**src/rtl/alu_seq.sv**
```systemverilog
`default_nettype none
// ============================================================================
// Module   : alu_seq
// Purpose  : Small sequential ALU. add/sub/and finish in a single cycle
//            through a DONE state. mul is an unsigned shift-add multiplier
//            that runs one partial-product bit per CALC cycle.
// Ports    : clk    - system clock, rising edge
//            rst_n  - asynchronous active-low reset
//            start  - request, sampled only while IDLE
//            sel    - 00 add, 01 sub, 10 mul, 11 and
//            A, B   - unsigned WIDTH-bit operands
//            Y      - registered 2*WIDTH-bit result, held between operations
//            busy   - high whenever the FSM is not IDLE
//            done   - one-cycle pulse while Y is freshly valid
//            zero   - (ALU_SEQ_FLAGS_EN only) Y == 0, registered with Y
//            neg    - (ALU_SEQ_FLAGS_EN only) sub result negative
// Config   : define ALU_SEQ_FLAGS_EN to add the zero/neg flag outputs.
// Revision : 1.0 - initial release
// ============================================================================
module alu_seq #(
  parameter int WIDTH = 4
) (
  input  logic               clk,
  input  logic               rst_n,
  input  logic               start,
  input  logic [1:0]         sel,
  input  logic [WIDTH-1:0]   A,
  input  logic [WIDTH-1:0]   B,
  output logic [2*WIDTH-1:0] Y,
  output logic               busy,
`ifdef ALU_SEQ_FLAGS_EN
  output logic               zero,
  output logic               neg,
`endif
  output logic               done
);

  localparam int c_CNT_W = $clog2(WIDTH + 1);

  localparam logic [1:0] c_IDLE = 2'd0;
  localparam logic [1:0] c_CALC = 2'd1;
  localparam logic [1:0] c_DONE = 2'd2;

  localparam logic [1:0] c_OP_ADD = 2'b00;
  localparam logic [1:0] c_OP_SUB = 2'b01;
  localparam logic [1:0] c_OP_MUL = 2'b10;
  localparam logic [1:0] c_OP_AND = 2'b11;

  localparam logic [c_CNT_W-1:0] c_LAST = c_CNT_W'(WIDTH - 1);

  logic [1:0]         r_state;
  logic [WIDTH-1:0]   r_a;
  logic [WIDTH-1:0]   r_b;      // shifted right as multiplier bits are consumed
  logic [1:0]         r_sel;
  logic [c_CNT_W-1:0] r_cnt;
  logic [2*WIDTH-1:0] r_acc;    // private partial product, never drives Y

  logic [WIDTH:0]     w_diff;
  logic [2*WIDTH-1:0] w_fast;
  logic [2*WIDTH-1:0] w_term;
  logic [2*WIDTH-1:0] w_acc_next;
  logic               w_last;

  // Single-cycle results come straight from the inputs on the accepting
  // edge, so Y is already valid when DONE is entered.
  assign w_diff = {1'b0, A} - {1'b0, B};

  always_comb begin
    w_fast = '0;
    case (sel)
      c_OP_ADD: w_fast = {{(WIDTH-1){1'b0}}, ({1'b0, A} + {1'b0, B})};
      c_OP_SUB: w_fast = {{(WIDTH-1){w_diff[WIDTH]}}, w_diff};
      c_OP_AND: w_fast = {{WIDTH{1'b0}}, (A & B)};
      default:  w_fast = '0;
    endcase
  end

  // Partial product for the multiplier bit currently at r_b[0].
  assign w_term     = r_b[0] ? ({{WIDTH{1'b0}}, r_a} << r_cnt) : '0;
  assign w_acc_next = r_acc + w_term;
  // Only mul ever occupies CALC; any other latched op leaves immediately.
  assign w_last     = (r_cnt == c_LAST) || (r_sel != c_OP_MUL);

  always_ff @(posedge clk or negedge rst_n) begin
    if (!rst_n) begin
      r_state <= c_IDLE;
      r_a     <= '0;
      r_b     <= '0;
      r_sel   <= '0;
      r_cnt   <= '0;
      r_acc   <= '0;
      Y       <= '0;
`ifdef ALU_SEQ_FLAGS_EN
      zero    <= 1'b0;
      neg     <= 1'b0;
`endif
    end else begin
      case (r_state)
        c_IDLE: begin
          if (start) begin
            r_a   <= A;
            r_b   <= B;
            r_sel <= sel;
            r_cnt <= '0;
            r_acc <= '0;
            if (sel == c_OP_MUL) begin
              r_state <= c_CALC;
            end else begin
              r_state <= c_DONE;
              Y       <= w_fast;
`ifdef ALU_SEQ_FLAGS_EN
              zero    <= (w_fast == '0);
              neg     <= (sel == c_OP_SUB) && w_diff[WIDTH];
`endif
            end
          end
        end
        c_CALC: begin
          r_acc <= w_acc_next;
          r_b   <= r_b >> 1;
          if (w_last) begin
            r_state <= c_DONE;
            r_cnt   <= '0;
            Y       <= w_acc_next;
`ifdef ALU_SEQ_FLAGS_EN
            zero    <= (w_acc_next == '0);
            neg     <= 1'b0;
`endif
          end else begin
            r_cnt <= r_cnt + c_CNT_W'(1);
          end
        end
        c_DONE: begin
          r_state <= c_IDLE;
        end
        default: begin
          r_state <= c_IDLE;
        end
      endcase
    end
  end

  assign busy = (r_state != c_IDLE);
  assign done = (r_state == c_DONE);

endmodule
`default_nettype wire
```
**config.mk**
```make
export PLATFORM = sky130hd
export DESIGN_NAME = alu_seq
export DESIGN_NICKNAME = d
export VERILOG_FILES = /design/src/rtl/alu_seq.sv
export SDC_FILE = /design/constraint.sdc
export NUM_CORES = 1
export LEC_CHECK = 0
export ABC_AREA = 1
export BUFFER_PORTS_ARGS = -buffer_cell sky130_fd_sc_hd__buf_2
export CAP_MARGIN = 20
export CELL_PAD_IN_SITES_DETAIL_PLACEMENT = 0
export CELL_PAD_IN_SITES_GLOBAL_PLACEMENT = 1
export CORE_ASPECT_RATIO = 0.7
export CORE_MARGIN = 3
export CORE_UTILIZATION = 47
export CTS_BUF_LIST = sky130_fd_sc_hd__clkbuf_16
export CTS_CLUSTER_SIZE = 40
export DETAILED_ROUTE_END_ITERATION = 8
export PLACE_DENSITY_LB_ADDON = 0.1
export SLEW_MARGIN = 30
export SYNTH_ARGS = -nofsm -noshare
export SYNTH_HDL_FRONTEND = slang
export SYNTH_SLANG_ARGS = --single-unit
```
**constraint.sdc**
```tcl
create_clock -name clk -period 5.9 [get_ports clk]
set_clock_uncertainty 0.15 [all_clocks]
set_input_delay 0.885 -clock clk [delete_from_list [all_inputs] [get_ports clk]]
set_output_delay 0.885 -clock clk [all_outputs]
set_load 0.1 [all_outputs]
```
==> results of run 1 <==
-- final timing paths --
kind,startpoint,to,slack (ns),depth (start not counted)
max,r_cnt[0],Y[3],3.29,11
min,r_b[3],r_b[3],0.34,2
max reg2reg,r_cnt[0],Y[3],3.29,11
min reg2reg,r_b[3],r_b[3],0.34,2
max in group asynchronous,rst_n,r_acc[5],4.63,1
min in group asynchronous,rst_n,r_cnt[1],0.51,1
-- power breakdown --
part | internal [mW] | switching (mW)
combinational | 0.0716 | 0.256
clock | 0.151 | 0.0849
sequential | 0.252 | 0.0266
total | 0.474 | 0.368
-- layout by cell type (no fill, tap or decap), types with 3 or more instances in the layout --
master / synthesis / routed
clkinv_1: 1 / 3
a21oi_1: 26 / 26
nand3_1: 23 / 23
fa_1: 3 / 3
nand2_1: 66 / 66
o21ai_0: 17 / 17
inv_1: 32 / 33
o211ai_1: 3 / 3
ha_1: 17 / 17
nor2_1: 23 / 23
clkbuf_16: 0 / 5
nor2_2: 3 / 3
buf_2: 2 / 22
nand4_1: 5 / 5
dfrtp_1: 31 / 31
-- cells by family after synthesis --
family,count (synthesis),share of synthesized area
AO/OA/AOI/OAI,55,0.148
adder cells (fa/ha/maj),20,0.128
buffers and inverters,40,0.0776
flip-flops,31,0.365
multiplexers,2,0.0106
AND/OR/NAND/NOR,128,0.271
-- critical path: stages (launching register included) --
cell and delay, ns:
dfrtp_1 0.46, o21ai_0 0.30, nor2_1 0.07, a31oi_1 0.19
nor2_1 0.07, ha_1 0.36, a21oi_1 0.20, nand2_1 0.10
o21ai_0 0.32, nand2_1 0.10, a21oi_1 0.13, nor2_1 0.05
-- registers in the layout, indices dropped and copies added (netlist names) --
name and count:
r_cnt 3, r_state 2, Y 8, r_acc 8, r_a 4, r_sel 2, r_b 4
-- area by class of cell --
class | instances | area (µm²) | area share
Clock buffer | 5 | 125 | 0.0518
Timing Repair Buffer | 22 | 110 | 0.0456
Multi-Input combinational cell | 205 | 1190 | 0.491
Tap cell | 52 | 65.1 | 0.0270
Sequential cell | 31 | 776 | 0.321
Clock inverter | 3 | 11.3 | 0.00467
Inverter | 36 | 140 | 0.0581
-- metal layers --
layer  vias up  global-route usage
met2        43               0.272
met4         0              0.0525
li1        966                   -
met3         4              0.0489
met1       856               0.334
met5         -                   0
-- through the flow --
stage	area [µm²]	util	hold slack, ns	cells	worst slack (ns)
after global routing	2410	0.583	0.378	354	3.04
after floorplan	2130	-	0.303	276	3.17
after CTS	2410	0.583	0.336	354	3.33
after detailed placement	2280	0.551	0.324	346	3.36
after global placement	2280	0.551	0.324	346	3.34
final	2410	0.583	0.344	354	3.29
==> flow_summary.toml, run 1 <==
[floorplan]
row_count = 19
dieWidth_um = 86.4
die-area_mm2 = 0.00538
die_h_um = 62.3
io_pins = 23
core_area_mm2 = 0.00414
start_util = 0.514

[synthesis]
synth_nets = 309
syn_area_mm2 = 0.00213
yosys-top-cells-count = "nand2_1, inv_1, dfrtp_1"
postSynthCellCount = 276
synth_seq_area_share = 0.365
synth.distinct_cells = 30
yosysWarnings = 0
synthArstFlopShare = 1.00
yosysTopAreaCell = "dfrtp_1"
synth_most_common_cell = "nand2_1"
synth_ff_type = "dfrtp_1"
synth_edf_count = 0
synth-seq-cells = 31
syn_avg_cell_area_um2 = 7.71
yosys-top-cells-area = "dfrtp_1, nand2_1, ha_1, a21oi_1, inv_1"
netlist.area_leader.share = 0.365

[global_route]
grt_pass1_wl_um = 8630
track_usage = 0.207
antenna_found_initial = 0
grt_max_degree = 32
grt.overflow.total = 0
grt_pass1_vias = 1700

[status]
status = "finished clean"

[timing]
worst_pin_slew_ns = 0.704
hold_viol_final = 0
max_freq_mhz = 383
rsz0062_at_grt = "no"
period_share = 0.443
finalMaxSlewViolations = 0
relSlewSlack = 0.531
tns_ns = 0
period_needed_ns = 2.61
setup_viol = 0

[routing]
wl_met1_um = 2730
drtAntennaViolNets = 0
via_per_inst = 5.28
drc = 0
first_pass_iters = 4
dr.max_layer_used = "met4"
drt_iter0_drc = 121
dr_wl_met3_um = 309
vias = 1869
routed_wl_um = 5010
routedWlPerCell_um = 14.2
met2_length_um = 1930

[worst_setup_path]
arrival_ns = 2.63
critPathCaptureType = "flop"
worstSetupPathType = "flop to flop"
crit_fanout = 9
cp-start-kind = "flop"
critPathRequiredTime_ns = 5.91

[cts]
clock_latency_ns = 0.27
cts.clk_slew.worst_paths_ns = 0.05
hold_buffers = 0
cts_tree = "done"
cts_setup_buffers = 0
numCtsBuffers = 5
root_buffer = "clkbuf_16"
clock_sinks = 31
clock_path_buffers = 2
post_cts_resized = 0
h-tree-depth = 2

[run]
maxCapViolCount = 0

[cells_and_area]
area_growth_pct = 13.5
fillers = 383
antenna_cells = 0
drive_above_1_share = 0.149
layout.nets = 334

[pwr]
powerDensity_mw_per_mm2 = 349
finalPower_mw = 0.842
max-vdd-ir-drop_v = 0.000435
leakage_nw = 1.27

[placed_design]
hpwl_um = 3960
place.gp.congestion = 0.848
place.port_buffers = 22

[min_path]
min-delay-path-class = "flop to flop"
Power figures use the tool's default switching activity.
==> run 2, diff against run 1 <==
--- a/config.mk
+++ b/config.mk
@@ -5,14 +5,14 @@
 export SDC_FILE = /design/constraint.sdc
 export NUM_CORES = 1
 export LEC_CHECK = 0
-export ABC_AREA = 1
+export ABC_AREA = 0
 export BUFFER_PORTS_ARGS = -buffer_cell sky130_fd_sc_hd__buf_2
 export CAP_MARGIN = 20
 export CELL_PAD_IN_SITES_DETAIL_PLACEMENT = 0
 export CELL_PAD_IN_SITES_GLOBAL_PLACEMENT = 1
 export CORE_ASPECT_RATIO = 0.7
 export CORE_MARGIN = 3
-export CORE_UTILIZATION = 47
+export CORE_UTILIZATION = 45
 export CTS_BUF_LIST = sky130_fd_sc_hd__clkbuf_16
 export CTS_CLUSTER_SIZE = 40
 export DETAILED_ROUTE_END_ITERATION = 8
==> constraint.sdc (replaced) <==
create_clock -name clk -period 2.7 [get_ports clk]
set_clock_uncertainty 0.15 [all_clocks]
set_input_delay 0.405 -clock clk [delete_from_list [all_inputs] [get_ports clk]]
set_output_delay 0.405 -clock clk [all_outputs]
set_load 0.1 [all_outputs]
==> run 2 against run 1 <==
  * Sequential cell count stayed put
  * Highest routed layer unchanged
  * Non-clock buffer count up 15
  * Global-route usage is 0.84 points lower
  * Sequential power is 120% higher
  * Sequential share of layout area down 2.4 points
  * Hold slack got worse by 0.31 ns
  * Count of clock-buffer cells in the layout is the same
  * Setup slack lost 3.2 ns
==> flow_summary.toml, run 2 <==
[cts]
hold_buffers = 0
h-tree-depth = 2
root_buffer = "clkbuf_16"
clock_sinks = 31
cts.clk_slew.worst_paths_ns = 0.05
cts_tree = "done"
clock_latency_ns = 0.27
numCtsBuffers = 5
clock_path_buffers = 2

[synthesis]
yosys-top-cells-area = "dfrtp_1, ha_1, mux2_2, nand2_1, o21ai_0"
synth_xor_area_frac = 0.0291
yosys.area_share.simple = 0.165
synth_most_common_cell = "dfrtp_1"
synth_edf_count = 0
syn_area_mm2 = 0.00211
synthMuxAreaShare = 0.0724
syn_avg_cell_area_um2 = 9.63
synthArstFlopShare = 1.00
yosysWarnings = 0
synth_ff_type = "dfrtp_1"
synth_seq_area_share = 0.368
synth.distinct_cells = 50
synth_nets = 252
netlist.area_leader.share = 0.368
synth_fa_ha_area_frac = 0.129
postSynthCellCount = 219
synth-compound-area-share = 0.196
synth-seq-cells = 31
synth_top_family_by_area = "compound AO/OA/AOI/OAI gates"
yosysTopAreaCell = "dfrtp_1"
yosys-top-cells-count = "dfrtp_1, nand2_1, ha_1"

[global_route]
grt_max_degree = 32
grt_pass1_wl_um = 8510
grt.overflow.total = 0
track_usage = 0.199
grt_pass1_vias = 1686
antenna_found_initial = 0

[worst_setup_path]
worstSetupPathType = "flop to flop"
worstRegToRegCells = 10
arrival_ns = 2.62
timing.rr.start = "r_cnt[0]"
critPathCaptureType = "flop"
r2r_end = "Y[7]"
critPathLaunch = "r_cnt[0]"
reg2reg_setup_slack_ns = 0.09
setup.worst_path.end = "Y[7]"
crit_fanout = 6
cp-start-kind = "flop"
critPathRequiredTime_ns = 2.71

[timing]
hold_viol_final = 0
max_freq_mhz = 383
relSlewSlack = 0.509
period_share = 0.967
period_needed_ns = 2.61
finalMaxSlewViolations = 0
setup_viol = 0
worst_pin_slew_ns = 0.734

[routing]
drt_iter0_drc = 95
routed_wl_um = 5180
via_per_inst = 5.58
first_pass_iters = 4
drtAntennaViolNets = 0
drc = 0
routedWlPerCell_um = 16.7
vias = 1730

[status]
status = "finished clean"

[floorplan]
die-area_mm2 = 0.00556
core_area_mm2 = 0.00443
dieWidth_um = 87.8
start_util = 0.476
die_h_um = 63.3
row_count = 20
io_pins = 23

[cells_and_area]
fillers = 384
area_growth_pct = 23.7
final_cells = 310
antenna_cells = 0
drive_above_1_share = 0.298
layout.nets = 287
design_area_mm2 = 0.00261
layout_commonest_cell = "dfrtp_1"
top_regs = "Y (8), r_acc (8)"
layout_common_cells = "dfrtp_1, nand2_1, buf_2"

[placed_design]
placed_cell_area_mm2 = 0.00234
place_inst = 299
hpwl_um = 3960
place.gp.congestion = 0.810
place.port_buffers = 22

[pwr]
powerDensity_mw_per_mm2 = 747
max-vdd-ir-drop_v = 0.000395
leakage_nw = 1.27

[run]
maxCapViolCount = 0

[min_path]
min-delay-path-class = "input pin to asynchronous set/reset pin"
[run 2: timing repair]
item	4_1_cts	5_1_grt
gates resized for setup	3	18
cloned	0	0
buffers inserted	0	3
pin swaps	0	8
endpoints found under the setup margin	4	9
[run 2: cells by family after synthesis]
| kind of cell | Yosys count |
|---|---|
| and+or+nand+nor | 69 |
| muxes | 13 |
| AOI/OAI and AO/OA | 59 |
| xor gates and xnor gates | 7 |
| buffers and inverters | 20 |
| DFF | 31 |
| adders and majority gates | 20 |
[run 2: worst min-delay path by stage]
stage	endpoint	slack, ns	depth (start not counted)
finish	Y[2]	0.03	1
global route	Y[1]	0.09	1
CTS	Y[2]	0.05	1
detailed placement	Y[2]	0.31	2
global placement	Y[2]	0.30	2
floorplan	Y[0]	-0.04	0
[run 2: area by class of cell]
cell class | count | area, µm² | area share
clock inverters | 3 | 12.5 | 0.00479
well taps | 55 | 68.8 | 0.0264
repair buffers | 37 | 226 | 0.0868
flip-flops and latches | 31 | 777 | 0.298
inverters | 11 | 41.3 | 0.0158
multi-input cells | 168 | 1360 | 0.521
clock buffers | 5 | 125 | 0.0479
[run 2: metal layers]
metal,part of all wire,vias to the layer above,routed length (µm),global-route usage
met5,0,-,0,0
met4,0.0060,0,31,0.0402
met3,0.056,4,288,0.0444
met2,0.44,43,2260,0.293
met1,0.50,832,2600,0.298
li1,-,851,-,-
[run 2: power by group]
group	leakage, nW	internal (mW)	switching (mW)
Clock	0.0762	0.333	0.197
Combinational	0.792	0.254	0.563
Sequential	0.399	0.548	0.0551
Total	1.27	1.14	0.815
[run 2: critical path: stages, from the launching register on]
cell      delay [ns]
dfrtp_2         0.44
buf_6           0.14
mux2i_2         0.16
nor3_2          0.20
ha_1            0.27
a211oi_2        0.26
buf_4           0.17
o311ai_4        0.12
o31ai_4         0.29
nand4b_1        0.12
and4bb_1        0.19
[run 2: stage by stage]
stage / hold slack, ns / setup WS (ns) / total power [mW] / utilization / TNS (ns)
floorplan: -0.0406 / 0.0331 / 1.18 / - / 0
global placement: 0.304 / 0.0605 / 1.34 / 0.529 / 0
detailed placement: 0.310 / -0.0459 / 1.36 / 0.529 / -0.0625
CTS: 0.0550 / 0.00851 / 1.90 / 0.563 / 0
global route: 0.0896 / -0.00729 / 2.05 / 0.589 / -0.0143
finish: 0.0317 / 0.0903 / 1.95 / 0.589 / 0
